`src/rtl/clk_div_pkg.sv`:
```
// Shared definitions for the divisor-change controller.
//   state_e : controller FSM encoding (IDLE, PENDING)
//   DIV_MIN : smallest divisor that is ever put into effect
package clk_div_pkg;
    typedef enum logic [0:0] {
        IDLE    = 1'b0,
        PENDING = 1'b1
    } state_e;

    localparam int DIV_MIN = 2;
endpackage

```
`src/rtl/clk_div_ctrl_rr_arbiter.sv`:
```
// Round-robin arbiter for divisor-change requesters.
//   clk_in  : clock (rising edge)
//   rst_n   : asynchronous active-low reset, pointer returns to requester 0
//   req     : request vector
//   advance : move the pointer past the currently granted requester
//   gnt     : one-hot grant (combinational), zero when no request is present
module rr_arbiter
    import clk_div_pkg::*;
#(
    parameter int N_REQ = 2
) (
    input  logic             clk_in,
    input  logic             rst_n,
    input  logic [N_REQ-1:0] req,
    input  logic             advance,
    output logic [N_REQ-1:0] gnt
);
    localparam int PTR_W = (N_REQ > 1) ? $clog2(N_REQ) : 1;

    logic [PTR_W-1:0] ptr_r;
    logic [PTR_W-1:0] ptr_nxt_s;

    // Pick the first requesting index at or after the pointer, wrapping around.
    always_comb begin : pick
        int  idx;
        logic found;
        gnt       = '0;
        ptr_nxt_s = ptr_r;
        found     = 1'b0;
        idx       = 0;
        for (int i = 0; i < N_REQ; i++) begin
            idx = int'(ptr_r) + i;
            if (idx >= N_REQ) begin
                idx = idx - N_REQ;
            end else begin
                idx = idx;
            end
            if (!found && req[idx]) begin
                gnt[idx]  = 1'b1;
                found     = 1'b1;
                ptr_nxt_s = (idx == N_REQ - 1) ? '0 : PTR_W'(idx + 1);
            end else begin
                found = found;
            end
        end
    end

    // Pointer register, updated only when a grant is actually taken.
    always_ff @(posedge clk_in or negedge rst_n) begin
        if (!rst_n) begin
            ptr_r <= '0;
        end else if (advance) begin
            ptr_r <= ptr_nxt_s;
        end else begin
            ptr_r <= ptr_r;
        end
    end
endmodule

```
`src/rtl/clk_div_ctrl.sv`:
```
// Programmable clock divider with arbitrated, glitch-free divisor changes.
//   clk_in  : single clock, rising edge
//   rst_n   : asynchronous active-low reset
//   en      : divider run enable (low parks the counter at 0)
//   req     : per-requester divisor-change request, held until granted
//   req_div : requested divisors, requester i in [i*DIV_W +: DIV_W]
//   grant   : one-hot one-cycle acceptance pulse
//   busy    : a captured change is waiting for its period boundary
//   applied : one-cycle pulse in the first cycle of a new divisor
//   cur_div : divisor in effect
//   clk_out : divided clock, low for floor(div/2) cycles then high
//   tick    : strobe in the last cycle of each period
module clk_div_ctrl
    import clk_div_pkg::*;
#(
    parameter int N_REQ       = 2,
    parameter int DIV_W       = 8,
    parameter int DEFAULT_DIV = 12
) (
    input  logic                   clk_in,
    input  logic                   rst_n,
    input  logic                   en,
    input  logic [N_REQ-1:0]       req,
    input  logic [N_REQ*DIV_W-1:0] req_div,
    output logic [N_REQ-1:0]       grant,
    output logic                   busy,
    output logic                   applied,
    output logic [DIV_W-1:0]       cur_div,
    output logic                   clk_out,
    output logic                   tick
);
    state_e             state_r, state_nxt_s;
    logic [DIV_W-1:0]   cnt_r, cnt_nxt_s;
    logic [DIV_W-1:0]   cur_div_r, cur_div_nxt_s;
    logic [DIV_W-1:0]   pend_div_r, pend_div_nxt_s;
    logic [DIV_W-1:0]   sel_div_s;
    logic [N_REQ-1:0]   gnt_s;
    logic [N_REQ-1:0]   grant_r;
    logic               advance_s, apply_s;
    logic               busy_r, applied_r, clk_out_r, tick_r;
    logic               clk_out_nxt_s, tick_nxt_s;

    function automatic logic [DIV_W-1:0] clamp_div(input logic [DIV_W-1:0] d);
        if (d < DIV_W'(DIV_MIN)) begin
            return DIV_W'(DIV_MIN);
        end else begin
            return d;
        end
    endfunction

    rr_arbiter #(.N_REQ(N_REQ)) u_arb (
        .clk_in  (clk_in),
        .rst_n   (rst_n),
        .req     (req),
        .advance (advance_s),
        .gnt     (gnt_s)
    );

    // Divisor of the granted requester (grant is one-hot, so OR-merge is exact).
    always_comb begin
        sel_div_s = '0;
        for (int i = 0; i < N_REQ; i++) begin
            sel_div_s = sel_div_s | (req_div[i*DIV_W +: DIV_W] & {DIV_W{gnt_s[i]}});
        end
    end

    // FSM next state: capture in IDLE, apply at period end (or at once when stopped).
    always_comb begin
        state_nxt_s    = state_r;
        pend_div_nxt_s = pend_div_r;
        advance_s      = 1'b0;
        apply_s        = 1'b0;
        case (state_r)
            IDLE: begin
                if (|req) begin
                    advance_s      = 1'b1;
                    pend_div_nxt_s = clamp_div(sel_div_s);
                    state_nxt_s    = PENDING;
                end else begin
                    state_nxt_s = IDLE;
                end
            end
            PENDING: begin
                if (!en || (cnt_r >= cur_div_r - DIV_W'(1))) begin
                    apply_s     = 1'b1;
                    state_nxt_s = IDLE;
                end else begin
                    state_nxt_s = PENDING;
                end
            end
            default: begin
                state_nxt_s = IDLE;
            end
        endcase
    end

    // Counter and output decode; outputs are computed from next-cycle count so
    // the registered clk_out/tick line up with the count they describe.
    always_comb begin
        cur_div_nxt_s = apply_s ? pend_div_r : cur_div_r;
        if (!en) begin
            cnt_nxt_s = '0;
        end else if (cnt_r >= cur_div_r - DIV_W'(1)) begin
            cnt_nxt_s = '0;
        end else begin
            cnt_nxt_s = cnt_r + DIV_W'(1);
        end
        clk_out_nxt_s = en && (cnt_nxt_s >= (cur_div_nxt_s >> 1));
        tick_nxt_s    = en && (cnt_nxt_s == cur_div_nxt_s - DIV_W'(1));
    end

    // State, counter and registered outputs.
    always_ff @(posedge clk_in or negedge rst_n) begin
        if (!rst_n) begin
            state_r    <= IDLE;
            cnt_r      <= '0;
            cur_div_r  <= DIV_W'(DEFAULT_DIV);
            pend_div_r <= '0;
            grant_r    <= '0;
            busy_r     <= 1'b0;
            applied_r  <= 1'b0;
            clk_out_r  <= 1'b0;
            tick_r     <= 1'b0;
        end else begin
            state_r    <= state_nxt_s;
            cnt_r      <= cnt_nxt_s;
            cur_div_r  <= cur_div_nxt_s;
            pend_div_r <= pend_div_nxt_s;
            grant_r    <= gnt_s & {N_REQ{advance_s}};
            busy_r     <= (state_nxt_s == PENDING);
            applied_r  <= apply_s;
            clk_out_r  <= clk_out_nxt_s;
            tick_r     <= tick_nxt_s;
        end
    end

    assign grant   = grant_r;
    assign busy    = busy_r;
    assign applied = applied_r;
    assign cur_div = cur_div_r;
    assign clk_out = clk_out_r;
    assign tick    = tick_r;
endmodule

```
`config.mk`:
```
export PLATFORM = sky130hd
export DESIGN_NAME = clk_div_ctrl
export DESIGN_NICKNAME = d
export VERILOG_FILES = /design/src/rtl/clk_div_pkg.sv /design/src/rtl/clk_div_ctrl_rr_arbiter.sv /design/src/rtl/clk_div_ctrl.sv
export SDC_FILE = /design/constraint.sdc
export NUM_CORES = 1
export LEC_CHECK = 0
export CAP_MARGIN = 20
export CELL_PAD_IN_SITES_DETAIL_PLACEMENT = 1
export CELL_PAD_IN_SITES_GLOBAL_PLACEMENT = 1
export CORE_MARGIN = 5
export CORE_UTILIZATION = 38
export CTS_BUF_LIST = sky130_fd_sc_hd__clkbuf_2 sky130_fd_sc_hd__clkbuf_4 sky130_fd_sc_hd__clkbuf_8
export DETAILED_ROUTE_END_ITERATION = 6
export HOLD_SLACK_MARGIN = 0.12
export PLACE_DENSITY = 0.8
export SKIP_LAST_GASP = 1
export SYNTH_ARGS = -nofsm -noshare
export SYNTH_HDL_FRONTEND = slang
export SYNTH_SLANG_ARGS = --single-unit
```
`constraint.sdc`:
```
create_clock -name clk_in -period 4.3 [get_ports clk_in]
set_clock_uncertainty 0.1 [all_clocks]
set_input_delay 0.86 -clock clk_in [delete_from_list [all_inputs] [get_ports clk_in]]
set_output_delay 0.86 -clock clk_in [all_outputs]
set_load 0.03 [all_outputs]
```
==> flow_metrics.env <==
export IMPL_clk_insertion_delay_late_ps=290
export IMPL_min_delay_path_depth=2
export IMPL_reg2reg_depth=16
export IMPL_status="finished, final reports clean"
export IMPL_synth_edf_count=0
export IMPL_p_total_w=0.00197
export IMPL_antenna_found_initial=0
export IMPL_top_layer="met4"
export IMPL_cts_root_buffer="clkbuf_8"
export IMPL_critical_path_endpoint_type="register"
export IMPL_htreeDepth=2
export IMPL_async_reset_ff_frac=1.00
export IMPL_peakVddDrop_v=0.000308
export IMPL_port_buffers=34
export IMPL_wl_um=5850
export IMPL_cp_arrival_ps=4130
export IMPL_min_path_type="register to register"
export IMPL_fin_nets=301
export IMPL_routedWlPerCell_um=17.5
export IMPL_tns_ps=0
export IMPL_synthCells=217
export IMPL_num_antenna_cells=0
export IMPL_crit_start="cur_div[4]"
export IMPL_max_slew_margin=0.375
export IMPL_worst_slew_pin_slew_ps=931
export IMPL_dieArea_um2=7080
export IMPL_first_pass_iters=3
export IMPL_ys_flop_type="dfrtp_1"
export IMPL_synth_cell_types=56
export IMPL_num_rows=27
export IMPL_hold_viol_final=0
export IMPL_seq_area_frac_synth=0.373
export IMPL_grt_pass1_vias=1962
export IMPL_power_per_cell_area_nw_per_um2=722
export IMPL_path_class="register to register"
export IMPL_die_w_um=84.1
export IMPL_io_pin_count=35
export IMPL_gr_total_overflow=0
export IMPL_hp_start="pend_div_r[6]"
export IMPL_startpoint_type="register"
export IMPL_grt_start_max_net_pins=32
export IMPL_fin_crit_sh=0.938
export IMPL_avgSynthCellArea_um2=9.62
export IMPL_post_route_drc_count=0
export IMPL_numCtsBuffers=5
export IMPL_achievable_frequency_mhz=248
export IMPL_fin_crit_ps=4030
export IMPL_grt_pass1_wl_um=9780
export IMPL_clk_pin_slew_ps=70
export IMPL_cts_tree="built"
export IMPL_placed_area_um2=2550
export IMPL_dp_hpwl_um=4670
export IMPL_placeableCoreArea_um2=5440
export IMPL_fillers=648
export IMPL_post_cts_buffers=0
export IMPL_finish_utilization=0.501
export IMPL_finalMaxSlewViolations=0
export IMPL_dr_wl_met3_um=225
export IMPL_setup_viol=0
export IMPL_design_area_um2=2720
export IMPL_detail_route_vias_per_cell=5.30
export IMPL_wl_met2_um=3070
export IMPL_p_leak_nw=1.21
export IMPL_dr_total_vias=1777
export IMPL_grt_setup_unrepaired="no"
export IMPL_path_max_fanout=7
export IMPL_first_iter_violations=61
export IMPL_cts_buffer_depth=2
export IMPL_grt_usage=0.176
export IMPL_start_util=0.384
export IMPL_required_ps=4400
export IMPL_yosys_warnings=0
export IMPL_drive_gt1_frac=0.167
export IMPL_synth_seq_cells=31
export IMPL_numClockSinks=31
export IMPL_synth_fp_nets=256
export IMPL_met1_length_um=2440
export IMPL_ant_nets=0
export IMPL_maxCapViolCount=0
export IMPL_syn_to_final_growth_pct=30.4
export IMPL_place_congestion=0.943
export IMPL_synth_cell_area_um2=2090
export IMPL_die_h_um=84.1
export IMPL_r2r_start="cur_div[4]"
## cells by family (layout without fill, tap and decap cells)
kind of cell / count (synthesis) / in the layout / synth area share
flip-flops: 31 / 31 / 0.373
AO/OA/AOI/OAI: 55 / 55 / 0.189
adder cells (fa/ha/maj): 18 / 18 / 0.108
XOR/XNOR: 20 / 20 / 0.0839
AND/OR/NAND/NOR: 69 / 69 / 0.186
multiplexers: 3 / 3 / 0.0144
buffers and inverters: 21 / 67 / 0.0455
## cells in the mapped netlist (4+ instances only)
cell type  number  share of area
inv_1          16          0.029
a21oi_1         9          0.022
xnor2_1        15          0.063
dfrtp_1        29           0.35
nor2_1         13          0.023
a22oi_1         6          0.022
xor2_1          5          0.021
nand3_1         4         0.0096
nand2_1        17          0.031
ha_1           18           0.11
o21ai_1         4         0.0096
o21ai_0        10          0.024
nor3_1          7          0.017
a21o_1          5          0.018
## worst max-delay path, cell delays in order (launching register included)
cell	delay (ps)
dfrtp_1	410
buf_4	190
nor4b_4	290
xnor2_2	170
ha_1	290
a211oi_2	260
o21ai_2	110
a21o_2	230
nand2_4	110
inv_2	70
buf_4	160
a21oi_1	250
ha_1	240
a21bo_1	250
or3_1	370
a21o_1	190
a211oi_2	230
## flip-flops by register name, indices dropped and copies added (netlist names)
name	flops
tick	1
clk_out	1
cur_div	8
grant	2
busy	1
cnt_r	8
u_arb.ptr_r	1
applied	1
pend_div_r	8
## where the power goes
| part | internal [W] | leakage (nW) | switching [W] | total, W |
|---|---|---|---|---|
| Clock | 0.000187 | 0.0612 | 0.000115 | 0.000302 |
| Combinational | 0.000511 | 0.754 | 0.000627 | 0.00114 |
| Sequential | 0.000394 | 0.393 | 0.000131 | 0.000525 |
| Total | 0.00109 | 1.21 | 0.000873 | 0.00197 |
## routing by layer
metal	GRT usage	up-vias
met5	0	-
met4	0.0556	0
met3	0.0442	10
met2	0.321	34
met1	0.199	874
li1	-	859
## metrics by stage
step | setup WS, ps | cells | hold slack [ps]
2_1_floorplan | 37.3 | 217 | 350
5_1_grt | 22.8 | 335 | 466
4_1_cts | 16.7 | 335 | 402
3_5_place_dp | -129 | 327 | 386
6_report | 266 | 335 | 396
3_3_place_gp | -31.1 | 327 | 383
## final cells by class
type,count,area [µm²],share of cell area
clock buffers,6,82.6,0.0303
well taps,72,90.1,0.0331
inverters,17,63.8,0.0234
clock inverters,2,35.0,0.0129
flip-flops and latches,31,779,0.286
multi-input cells,165,1270,0.467
repair buffers,42,400,0.147
## cell usage in the layout (no fill, tap or decap), types with 2 or more instances in the layout
| cell type | count |
|---|---|
| a211oi_2 | 2 |
| a21boi_1 | 2 |
| a21o_1 | 5 |
| a21oi_1 | 8 |
| a21oi_2 | 2 |
| a22o_1 | 2 |
| a22oi_1 | 6 |
| and2_1 | 3 |
| buf_4 | 8 |
| clkbuf_8 | 6 |
| clkdlybuf4s50_1 | 34 |
| dfrtp_1 | 28 |
| dfstp_2 | 2 |
| ha_1 | 18 |
| inv_1 | 15 |
| inv_2 | 2 |
| mux2i_1 | 3 |
| nand2_1 | 17 |
| nand3_1 | 4 |
| nand4_1 | 2 |
| nor2_1 | 12 |
| nor2_2 | 3 |
| nor2_4 | 2 |
| nor2b_1 | 3 |
| nor3_1 | 7 |
| o21ai_0 | 9 |
| o21ai_1 | 4 |
| o31ai_1 | 2 |
| or4_1 | 3 |
| xnor2_1 | 14 |
| xor2_1 | 5 |
## final timing paths
path                                      end  slack (ps)
min in group asynchronous            cnt_r[4]         870
worst max register to register           tick         270
worst min register to register  pend_div_r[6]         400
max in group asynchronous          cur_div[3]        2900
worst min-delay path            pend_div_r[6]         400
worst max-delay path                     tick         270
## timing repair
item                       CTS  global route
gates resized for setup      2            10
hold endpoints to repair     0             0
pin swaps                    0             3
gates cloned                 0             0
hold buffers                 0             0
setup endpoints to repair    2             2
(Power assumes the default switching activity.)
